`src/rtl/difftest_sim_monitor_pkg.sv`:
```
// rtl/difftest_sim_monitor_pkg.sv - shared types and constants for the difftest simulation monitor
// Purpose: run-state and termination-cause encodings, exit/DPI result
// constants, and a helper that sizes core-index fields.
package difftest_sim_monitor_pkg;

  typedef enum logic [1:0] {
    ST_IDLE = 2'd0,
    ST_RUN  = 2'd1,
    ST_PASS = 2'd2,
    ST_FAIL = 2'd3
  } state_e;

  typedef enum logic [2:0] {
    CAUSE_NONE        = 3'd0,
    CAUSE_EXIT_OK     = 3'd1,
    CAUSE_EXIT_ERR    = 3'd2,
    CAUSE_MAX_CYCLES  = 3'd3,
    CAUSE_STUCK       = 3'd4,
    CAUSE_SIMV_FAIL   = 3'd5,
    CAUSE_SIMV_DONE   = 3'd6,
    CAUSE_INSTR_LIMIT = 3'd7
  } cause_e;

  localparam logic [63:0] EXIT_OK   = 64'hFFFF_FFFF_FFFF_FFFF;
  localparam logic [7:0]  SIMV_DONE = 8'h1;
  localparam logic [7:0]  SIMV_FAIL = 8'h2;

  // A single-core build still needs a one-bit core index field.
  function automatic int core_w(input int n);
    return (n > 1) ? $clog2(n) : 1;
  endfunction

endpackage

```
`src/rtl/difftest_uart_fifo.sv`:
```
// rtl/difftest_uart_fifo.sv - synchronous FIFO for the monitor UART path
// Purpose: DEPTH-entry first-word-fall-through FIFO; a push while full is
// accepted when a pop happens on the same edge.
// Ports:
//   clock, reset         sole clock, synchronous active-high reset
//   push, push_data      write request and data
//   pop                  read request (ignored when empty)
//   pop_data             head entry, valid while !empty
//   full, empty          occupancy flags
module difftest_uart_fifo #(
  parameter int WIDTH = 8,
  parameter int DEPTH = 16
) (
  input  logic             clock,
  input  logic             reset,
  input  logic             push,
  input  logic [WIDTH-1:0] push_data,
  input  logic             pop,
  output logic [WIDTH-1:0] pop_data,
  output logic             full,
  output logic             empty
);

  localparam int AW = $clog2(DEPTH);

  logic [WIDTH-1:0] mem [DEPTH];
  logic [AW-1:0]    wr_ptr;
  logic [AW-1:0]    rd_ptr;
  logic [AW:0]      count;
  logic             do_push;
  logic             do_pop;

  assign empty    = (count == '0);
  assign full     = (count == (AW+1)'(DEPTH));
  assign do_pop   = pop && !empty;
  assign do_push  = push && (!full || do_pop);
  assign pop_data = mem[rd_ptr];

  always_ff @(posedge clock) begin
    if (do_push) begin
      mem[wr_ptr] <= push_data;
    end
  end

  always_ff @(posedge clock) begin
    if (reset) begin
      wr_ptr <= '0;
      rd_ptr <= '0;
      count  <= '0;
    end else begin
      if (do_push) begin
        wr_ptr <= wr_ptr + AW'(1);
      end
      if (do_pop) begin
        rd_ptr <= rd_ptr + AW'(1);
      end
      case ({do_push, do_pop})
        2'b10:   count <= count + (AW+1)'(1);
        2'b01:   count <= count - (AW+1)'(1);
        default: count <= count;
      endcase
    end
  end

endmodule

```
`src/rtl/difftest_sim_monitor.sv`:
```
// rtl/difftest_sim_monitor.sv - multi-core difftest run/pass/fail monitor with UART aggregation
// Purpose: watches per-core step/exit/UART signals, runs cycle-limit and
// stuck detection, and holds a sticky IDLE/RUN/PASS/FAIL state for the
// simulation wrapper to poll.
// Optional feature macro: DIFFTEST_SIM_MONITOR_INSTR_LIMIT_EN adds
// max_instrs/n_instrs and an instruction-count PASS (cause 7).
// Ports:
//   clock, reset                     sole clock, synchronous active-high reset
//   step                             per-core committed instructions this cycle
//   exit_code                        per-core exit (0 run, all-ones ok, else error)
//   uart_valid, uart_ch              per-core UART bytes
//   max_cycles, stuck_limit          limits, 0 disables
//   simv_result                      DPI result (1 done, 2 fail)
//   uo_valid, uo_ready, uo_ch, uo_core  aggregated UART stream
//   state, cause, cause_core, err_code  sticky outcome
//   n_cycles, uart_drops, perf_dump  status counters and end pulse
module difftest_sim_monitor
  import difftest_sim_monitor_pkg::*;
#(
  parameter int  NUM_CORES  = 2,
  parameter int  STEP_W     = 8,
  parameter int  CNT_W      = 64,
  parameter int  UART_DEPTH = 16,
  localparam int CORE_W     = core_w(NUM_CORES)
) (
  input  logic                      clock,
  input  logic                      reset,
  input  logic [NUM_CORES*STEP_W-1:0] step,
  input  logic [NUM_CORES*64-1:0]   exit_code,
  input  logic [NUM_CORES-1:0]      uart_valid,
  input  logic [NUM_CORES*8-1:0]    uart_ch,
  input  logic [CNT_W-1:0]          max_cycles,
  input  logic [CNT_W-1:0]          stuck_limit,
  input  logic [7:0]                simv_result,
  output logic                      uo_valid,
  input  logic                      uo_ready,
  output logic [7:0]                uo_ch,
  output logic [CORE_W-1:0]         uo_core,
  output logic [1:0]                state,
  output logic [2:0]                cause,
  output logic [CORE_W-1:0]         cause_core,
  output logic [63:0]               err_code,
  output logic [CNT_W-1:0]          n_cycles,
  output logic [15:0]               uart_drops,
`ifdef DIFFTEST_SIM_MONITOR_INSTR_LIMIT_EN
  input  logic [CNT_W-1:0]          max_instrs,
  output logic [CNT_W-1:0]          n_instrs,
`endif
  output logic                      perf_dump
);

  state_e              state_q;
  cause_e              cause_q;
  logic [CNT_W-1:0]    stuck_timer [NUM_CORES];

  // ---------------- termination detection ----------------
  logic                exit_err_hit;
  logic [CORE_W-1:0]   exit_err_core;
  logic [63:0]         exit_err_code;
  logic                all_exit_ok;
  logic                stuck_hit;
  logic [CORE_W-1:0]   stuck_core;
  logic                max_cyc_hit;
  logic                instr_hit;

  // Descending scan so the lowest-index offender is the one left latched.
  always_comb begin
    exit_err_hit  = 1'b0;
    exit_err_core = '0;
    exit_err_code = '0;
    all_exit_ok   = 1'b1;
    stuck_hit     = 1'b0;
    stuck_core    = '0;
    for (int i = NUM_CORES - 1; i >= 0; i--) begin
      if (exit_code[i*64 +: 64] != 64'd0 && exit_code[i*64 +: 64] != EXIT_OK) begin
        exit_err_hit  = 1'b1;
        exit_err_core = CORE_W'(i);
        exit_err_code = exit_code[i*64 +: 64];
      end
      if (exit_code[i*64 +: 64] != EXIT_OK) begin
        all_exit_ok = 1'b0;
      end
      if (stuck_limit != '0 && stuck_timer[i] >= stuck_limit) begin
        stuck_hit  = 1'b1;
        stuck_core = CORE_W'(i);
      end
    end
  end

  assign max_cyc_hit = (max_cycles != '0) && (n_cycles >= max_cycles);

`ifdef DIFFTEST_SIM_MONITOR_INSTR_LIMIT_EN
  logic [STEP_W+4:0]   step_sum;
  logic [CNT_W:0]      instr_next;

  always_comb begin
    step_sum = '0;
    for (int i = 0; i < NUM_CORES; i++) begin
      step_sum = step_sum + (STEP_W+5)'(step[i*STEP_W +: STEP_W]);
    end
  end

  assign instr_next = {1'b0, n_instrs} + (CNT_W+1)'(step_sum);
  assign instr_hit  = (max_instrs != '0) && (n_instrs >= max_instrs);

  always_ff @(posedge clock) begin
    if (reset) begin
      n_instrs <= '0;
    end else if (state_q == ST_RUN) begin
      n_instrs <= instr_next[CNT_W] ? '1 : instr_next[CNT_W-1:0];
    end
  end
`else
  assign instr_hit = 1'b0;
`endif

  logic                term_hit;
  state_e              term_state;
  cause_e              term_cause;
  logic [CORE_W-1:0]   term_core;
  logic [63:0]         term_code;

  always_comb begin
    term_hit   = 1'b1;
    term_state = ST_FAIL;
    term_cause = CAUSE_NONE;
    term_core  = '0;
    term_code  = '0;
    if (exit_err_hit) begin
      term_cause = CAUSE_EXIT_ERR;
      term_core  = exit_err_core;
      term_code  = exit_err_code;
    end else if (simv_result == SIMV_FAIL) begin
      term_cause = CAUSE_SIMV_FAIL;
    end else if (stuck_hit) begin
      term_cause = CAUSE_STUCK;
      term_core  = stuck_core;
    end else if (max_cyc_hit) begin
      term_cause = CAUSE_MAX_CYCLES;
    end else if (all_exit_ok) begin
      term_state = ST_PASS;
      term_cause = CAUSE_EXIT_OK;
    end else if (instr_hit) begin
      term_state = ST_PASS;
      term_cause = CAUSE_INSTR_LIMIT;
    end else if (simv_result == SIMV_DONE) begin
      term_state = ST_PASS;
      term_cause = CAUSE_SIMV_DONE;
    end else begin
      term_hit   = 1'b0;
      term_state = ST_RUN;
    end
  end

  // ---------------- run state machine ----------------
  always_ff @(posedge clock) begin
    if (reset) begin
      state_q    <= ST_IDLE;
      cause_q    <= CAUSE_NONE;
      cause_core <= '0;
      err_code   <= '0;
      n_cycles   <= '0;
      perf_dump  <= 1'b0;
    end else begin
      perf_dump <= 1'b0;
      case (state_q)
        ST_IDLE: state_q <= ST_RUN;
        ST_RUN: begin
          if (n_cycles != '1) begin
            n_cycles <= n_cycles + CNT_W'(1);
          end
          if (term_hit) begin
            state_q    <= term_state;
            cause_q    <= term_cause;
            cause_core <= term_core;
            err_code   <= term_code;
            perf_dump  <= 1'b1;
          end
        end
        default: state_q <= state_q;
      endcase
    end
  end

  assign state = state_q;
  assign cause = cause_q;

  always_ff @(posedge clock) begin
    for (int i = 0; i < NUM_CORES; i++) begin
      if (reset) begin
        stuck_timer[i] <= '0;
      end else if (state_q == ST_RUN) begin
        if (step[i*STEP_W +: STEP_W] != '0) begin
          stuck_timer[i] <= '0;
        end else if (stuck_timer[i] != '1) begin
          stuck_timer[i] <= stuck_timer[i] + CNT_W'(1);
        end
      end
    end
  end

  // ---------------- UART aggregation ----------------
  logic [CORE_W-1:0]      rr_ptr;
  logic [2*NUM_CORES-1:0] valid_rot;
  logic                   grant_valid;
  logic [CORE_W-1:0]      grant_off;
  logic [CORE_W:0]        grant_sum;
  logic [CORE_W-1:0]      grant_core;
  logic [7:0]             grant_ch;
  logic [4:0]             n_valid;
  logic [4:0]             drop_cnt;
  logic [16:0]            drops_sum;
  logic                   fifo_full;
  logic                   fifo_empty;
  logic                   fifo_pop;
  logic                   push_accept;
  logic [CORE_W+7:0]      fifo_rd;

  // Rotating the doubled valid vector by rr_ptr puts the preferred core at
  // bit 0; the first set bit is the grant offset from the pointer.
  assign valid_rot = {uart_valid, uart_valid} >> rr_ptr;

  always_comb begin
    grant_valid = 1'b0;
    grant_off   = '0;
    for (int k = NUM_CORES - 1; k >= 0; k--) begin
      if (valid_rot[k]) begin
        grant_valid = 1'b1;
        grant_off   = CORE_W'(k);
      end
    end
  end

  assign grant_sum  = {1'b0, rr_ptr} + {1'b0, grant_off};
  assign grant_core = (grant_sum >= (CORE_W+1)'(NUM_CORES))
                    ? CORE_W'(grant_sum - (CORE_W+1)'(NUM_CORES))
                    : grant_sum[CORE_W-1:0];

  always_comb begin
    grant_ch = '0;
    n_valid  = '0;
    for (int k = 0; k < NUM_CORES; k++) begin
      if (CORE_W'(k) == grant_core) begin
        grant_ch = uart_ch[k*8 +: 8];
      end
      n_valid = n_valid + {4'd0, uart_valid[k]};
    end
  end

  assign fifo_pop    = uo_valid && uo_ready;
  assign push_accept = grant_valid && (!fifo_full || fifo_pop);
  // Every valid byte not actually written is a drop, granted or not.
  assign drop_cnt    = n_valid - {4'd0, push_accept};
  assign drops_sum   = {1'b0, uart_drops} + {12'd0, drop_cnt};

  always_ff @(posedge clock) begin
    if (reset) begin
      rr_ptr     <= '0;
      uart_drops <= '0;
    end else begin
      if (grant_valid) begin
        rr_ptr <= (grant_core == CORE_W'(NUM_CORES - 1)) ? '0 : grant_core + CORE_W'(1);
      end
      uart_drops <= drops_sum[16] ? 16'hFFFF : drops_sum[15:0];
    end
  end

  difftest_uart_fifo #(
    .WIDTH (CORE_W + 8),
    .DEPTH (UART_DEPTH)
  ) u_uart_fifo (
    .clock     (clock),
    .reset     (reset),
    .push      (grant_valid),
    .push_data ({grant_core, grant_ch}),
    .pop       (fifo_pop),
    .pop_data  (fifo_rd),
    .full      (fifo_full),
    .empty     (fifo_empty)
  );

  assign uo_valid = !fifo_empty;
  assign uo_core  = fifo_rd[CORE_W+7:8];
  assign uo_ch    = fifo_rd[7:0];

endmodule

```
`config.mk`:
```
export PLATFORM = sky130hd
export DESIGN_NAME = difftest_sim_monitor
export DESIGN_NICKNAME = d
export VERILOG_FILES = /design/src/rtl/difftest_sim_monitor_pkg.sv /design/src/rtl/difftest_uart_fifo.sv /design/src/rtl/difftest_sim_monitor.sv
export SDC_FILE = /design/constraint.sdc
export NUM_CORES = 1
export LEC_CHECK = 0
export ABC_CLOCK_PERIOD_IN_PS = 8820
export BUFFER_PORTS_ARGS = -buffer_cell sky130_fd_sc_hd__buf_2
export CORE_ASPECT_RATIO = 1.75
export CORE_MARGIN = 5
export CORE_UTILIZATION = 57
export DETAILED_ROUTE_END_ITERATION = 8
export PLACE_DENSITY = 0.84
export SYNTH_ARGS = -nofsm -noshare
export SYNTH_HDL_FRONTEND = slang
export SYNTH_SLANG_ARGS = --single-unit
```
`constraint.sdc`:
```
create_clock -name clock -period 8.82 [get_ports clock]
set_input_delay 1.764 -clock clock [delete_from_list [all_inputs] [get_ports clock]]
set_output_delay 1.764 -clock clock [all_outputs]
set_load 0.01 [all_outputs]
```
# Word-level counts from Yosys, hierarchy flattened
# Memory sizes are Yosys's and may differ from the RTL's. A register that Yosys moved wholly into a read port is not among the register bits.
# Cells that the tools add are included.
dict set report word_totals {
  ff_bits 165
  ramBits 272
  in_bits 301
  output_inout_bits 161
  elab_cells 146
  n_memories 2
}
dict set report classes {
  n_addsub 13
  magnitude_cmp 4
  n_eq_ne 12
  n_shift 1
  mux 71
  bitwise 5
  reduce_logical 27
}
# memory words width read_ports rd_clocked_by_memory_dff wr line_no
set mem_list {}
lappend mem_list {u_uart_fifo.mem 16 9 1 1 1 difftest_uart_fifo.sv:26} ;# logic [WIDTH-1:0] mem [DEPTH];
lappend mem_list {stuck_timer 2 64 2 0 2 difftest_sim_monitor.sv:54} ;# logic [CNT_W-1:0] stuck_timer [NUM_CORES];
# op count
set ops {}
lappend ops {{$mux 64} 7}
lappend ops {{$ne 64x64->1 const B} 5}
lappend ops {{$reduce_bool 64->1} 4}
lappend ops {{$add 64x1->64 const B} 3}
lappend ops {{$ge 64x64->1} 3}
lappend ops {{$mux 1} 45}
lappend ops {{$mux 3} 6}
lappend ops {{$add 16x5->17} 1}
lappend ops {{$mux 16} 1}
lappend ops {{$reduce_bool 8->1} 2}
lappend ops {{$mux 2} 7}
lappend ops {{$pmux 5 s2} 1}
lappend ops {{$logic_and 1x1->1} 9}
lappend ops {{$add 4x1->4 const B} 2}
lappend ops {{$eq 8x1->1 const B} 1}
lappend ops {{$eq 8x2->1 const B} 1}
lappend ops {{$mux 4} 2}
lappend ops {{$mux 8} 1}
lappend ops {{$reduce_and 2->1} 3}
lappend ops {{$add 5x1->5 const B} 1}
lappend ops {{$eq 5x5->1 const B} 1}
lappend ops {{$logic_not 5->1} 1}
lappend ops {{$sub 5x1->5 const B} 1}
lappend ops {{$add 1x1->2} 2}
lappend ops {{other kinds (16)} 23}

# Longest topological paths before layout
dict set report depth {
  word_depth 10
  depth_mapped 19
  ltp_nobuf 18
}

# Hierarchy
# A second synthesis with hierarchy kept.
dict set report hier_totals {
  cells_unflattened 2566
  hier_area_um2 26271.4
}
# module n_inst cells_per_inst area_each_um2 seq_area_each_um2
set by_module_without_submodules {}
lappend by_module_without_submodules {difftest_sim_monitor 1 2220 19822.8 6886.6}
lappend by_module_without_submodules {difftest_uart_fifo 1 346 6448.7 4664.5}

# Worst setup path before layout
# No wires, ideal clock.
dict set report synth_path {
  path_type {input -> register}
  startpoint {in step[0]}
  endpoint {mem stuck_timer[0][0], enable pin}
  setup_time_ns 0.574
  arrival_time_ns 6.434
  slack_ns 1.812
  path_stages 4
  cell_sequence {nor4_1 -> nand2_1 -> nor3_1 -> o21ai_0}
}
# element line_no
set synth_rtl {}
lappend synth_rtl {{start: declaration} difftest_sim_monitor.sv:28} ;# input logic [NUM_CORES*STEP_W-1:0] step,
lappend synth_rtl {{end: declaration} difftest_sim_monitor.sv:54}

# Worst setup path after layout
dict set report layout_path {
  startpoint {in uo_ready}
  endpoint {reg uart_drops[4]}
}
dict set report layout_between {
  elab_chain_len 6
}
# element line_no
set layout_lines {}
lappend layout_lines {{start: declaration} difftest_sim_monitor.sv:36} ;# input logic uo_ready,
lappend layout_lines {{$logic_and 1x1->1} difftest_sim_monitor.sv:250} ;# assign fifo_pop = uo_valid && uo_ready;
lappend layout_lines {{$logic_or 1x1->1} difftest_sim_monitor.sv:251} ;# assign push_accept = grant_valid && (!fifo_full || fifo_pop);
lappend layout_lines {{$logic_and 1x1->1} difftest_sim_monitor.sv:251}
lappend layout_lines {{$sub 2x1->3} difftest_sim_monitor.sv:253} ;# assign drop_cnt = n_valid - {4'd0, push_accept};
lappend layout_lines {{$add 16x5->17} difftest_sim_monitor.sv:254} ;# assign drops_sum = {1'b0, uart_drops} + {12'd0, drop_cnt};
lappend layout_lines {{$mux 16} difftest_sim_monitor.sv:264} ;# uart_drops <= drops_sum[16] ? 16'hFFFF : drops_sum[15:0];
lappend layout_lines {{end signal: assignment} difftest_sim_monitor.sv:264}
lappend layout_lines {{end: declaration} difftest_sim_monitor.sv:44} ;# output logic [15:0] uart_drops,
# Every way passes these cells.
# A chain may end at the register's enable or synchronous reset.

==> summary.txt <==
Crit path buf inv count: 3
EDFF count, synth: 272
Clock Skew: 18.0 ps
Mapped cell area: 25300 um2
Critical path cell sequence: buf_2, o32a_1, ha_1, inv_1, ha_1, inv_1, ha_1, fa_1, nor2b_1, o21ai_0, a21oi_1, o21ai_0, nor2_1, and2_1, nand4_1, a21oi_1
Final period utilization: 59.6%
Post-synthesis register bit count: 441
Die Y-Extent: 289 um
Syn_nets: 3005
Per-cell routed wire length: 23.0 um
Number of max-cap violations: 0
Pre-CTS worst setup slack: 3090 ps
CP startpoint: uo_ready
Vias in the first global route: 22800
Synth async-reset ratio: 0%
Via/cell ratio: 6.28
CP Capture Type: flop
Post-DP HPWL: 63.9 mm
Cts repair resizes: 0
Synth-to-Final Area Change: 16.6%
Post-DRT Antenna Nets: 0
DR pass1 iterations: 8
Status: completed
Clk buf depth: 3
CP dominant cell by count: ha_1
Yosys top cell area share: 32.2%
Worst slew margin: 11.6%
Worst path top cell family by delay: compound AO/OA/AOI/OAI gates
Number of cells on the critical path: 16
Initial antenna violation count: 7
Finish-stage setup viols: 0
Top_reg_cell synth: edfxtp_1
Top post-synthesis cells by area: edfxtp_1 32%, dfxtp_1 13%, ha_1 10%, nor2_1 5.2%, mux4_2 4.0%
FMAX: 0.190 GHz
Vias: 22300
Cell Rows: 102
Final WL: 81.5 mm
Final-report hold violation count: 0
Tot GR Track Use: 31.8%
CP startpoint kind: input pin
Global route total overflow: 0
CTS Buf Count: 42
Crit path arrival time: 5730 ps
Setup Fix Bufs, Post-CTS: 0
Ys Warns: 0
Reg2reg start: u_uart_fifo.count[0]$_SDFFE_PP0P_
Clock root cell: clkbuf_16
Final GP Congestion: 1.07
Clk_lat worst skew: 570 ps
Worst Setup EP: uart_drops[4]$_SDFF_PP0_
IO buf count: 461
Commonest non-fill, non-tap cell in the layout: buf_2
DRC: 0
Commonest non-fill, non-tap cells in the layout: 460 x buf_2, 352 x nor2_1, 272 x edfxtp_1
Starting density of the core: 57.4%
Syn Inst Count: 2490
Post-layout min period: 5260 ps
Seq/Total Area, Yosys: 45.6%
1st-iter DRT viols: 1959
Worst-path fanout max: 13
First-pass GRT wire length: 123 mm
Power Dens Cells: 175 nW/um2
R2R Setup Slk: 3930 ps
Netlist cell types: 69
Largest net degree at the start of global routing: 101
Clock-pin slew on the worst setup and hold paths: 60 ps
Register-to-Register Path Depth: 16
Layout cells sized above 1: 22.4%
CTS Sinks: 441
Final worst slack: 3560 ps
Post-Synthesis Mean Instance Area: 10.2 um2
Slowest stage cell, crit path: nand4_1
NumNets Final: 3452
Fin util: 66.9%
Area leader, netlist: edfxtp_1
Cts hold-fix bufs: 0
Slowest stage delay, CP: 500 ps
Pleak: 12.3 nW
Hold Path Class: flop to flop
Required time worst endpoint: 9290 ps
Die width: 169 um
Setup TNS: 0 ps
Fin. max-slew vios: 0
R2r endpoint: uart_drops[4]$_SDFF_PP0_
Total power: 5.16 mW
H-tree depth: 2
Number of top-level pins: 462
VDD IR max: 230 uV
WS Path Type: input pin to flop
CTS tree: yes
Worst hold slack: 463 ps
Total die area: 48900 um2
RSZ-0062 raised after global routing: false
Slew at the pin closest to its max-slew limit: 1310 ps
Core area: 44200 um2
==> Yosys cell counts (all sizes together), types with 5 or more instances <==
library cell  number
dfxtp            169
nand4            128
and3              35
clkbuf            52
o21ai             50
xnor2             86
nor3              32
or4                5
nand2b            13
xor2             107
a21o              14
a221oi             9
edfxtp           272
and2              14
a31o              64
nand3             80
a211oi            10
mux4              45
nor2             353
a22oi             65
or3               19
inv              181
a21oi            113
ha               212
nor4              96
buf               26
or2                7
and4              28
mux2               8
nand2            148
==> power by group <==
| part | leakage (nW) | switching (mW) | internal, mW | total [mW] |
|---|---|---|---|---|
| Sequential | 4.07 | 0.100 | 2.31 | 2.41 |
| Clock | 0.663 | 0.828 | 0.990 | 1.82 |
| Combinational | 7.52 | 0.519 | 0.405 | 0.924 |
==> layout make-up <==
class,count,area [um2]
inverters,181,679
diodes,4,10.0
multi-input cells,1790,12800
clock inverters,20,208
repair buffers,481,2460
well taps,572,716
fillers,3400,14600
clock buffers,57,1150
flip-flops and latches,441,11600
==> layer usage <==
| layer | vias up | GRT usage [%] | share of wire, % |
|---|---|---|---|
| met5 | - | 0 | 0.044 |
| met4 | 6 | 18.7 | 6.8 |
| met3 | 330 | 6.09 | 7.6 |
| met2 | 1210 | 56.4 | 51 |
| met1 | 10600 | 35.3 | 35 |
| li1 | 10100 | - | - |
==> worst register-to-register path, stage by stage (launching register included) <==
cell and delay (ps):
dfxtp_1 350, or4_1 600, o32a_1 470, ha_1 330, inv_1 60, ha_1 130
inv_1 50, ha_1 320, fa_1 440, nor2b_1 110, o21ai_0 140, a21oi_1 250
o21ai_0 160, nor2_1 310, and2_1 240, nand4_1 500, a21oi_1 340
==> worst min-delay path by stage <==
stage                                                  from                                end  cells past startpoint
final                               cause_core$_SDFFE_PP0P_            cause_core$_SDFFE_PP0P_                      2
after global routing                cause_core$_SDFFE_PP0P_            cause_core$_SDFFE_PP0P_                      2
after CTS                           cause_core$_SDFFE_PP0P_            cause_core$_SDFFE_PP0P_                      2
after detailed placement          err_code[49]$_SDFFE_PP0P_          err_code[49]$_SDFFE_PP0P_                      1
after global placement                cause[0]$_SDFFE_PP0P_              cause[0]$_SDFFE_PP0P_                      2
after floorplan           u_uart_fifo.count[4]$_SDFFE_PP0P_  u_uart_fifo.count[4]$_SDFFE_PP0P_                      2
==> state kept, by name (all words and copies together) (netlist names), named ones only <==
register,count
state,2
cause,3
rr_ptr,1
cause_core,1
u_uart_fifo.wr_ptr,4
u_uart_fifo.count,5
u_uart_fifo.mem,144
err_code,64
u_uart_fifo.rd_ptr,4
stuck_timer,128
perf_dump,1
uart_drops,16
n_cycles,64
==> logic make-up after synthesis <==
family                     Yosys count  share of synthesized area [%]
and+or+nand+nor                    969                           18.9
DFF                                441                           45.6
AOI/OAI and AO/OA                  357                           9.61
buffers and inverters              259                           4.14
adders and majority gates          214                           10.6
xor gates and xnor gates           193                           6.67
muxes                               57                           4.51
==> stage by stage <==
stage / cells / cell area, um2
2_1_floorplan: 2490 / 25300
3_3_place_gp: 3465 / 28200
3_5_place_dp: 3465 / 28200
4_1_cts: 3542 / 29500
5_1_grt: 3544 / 29500
6_report: 3546 / 29500
Power figures use the tool's default switching activity.
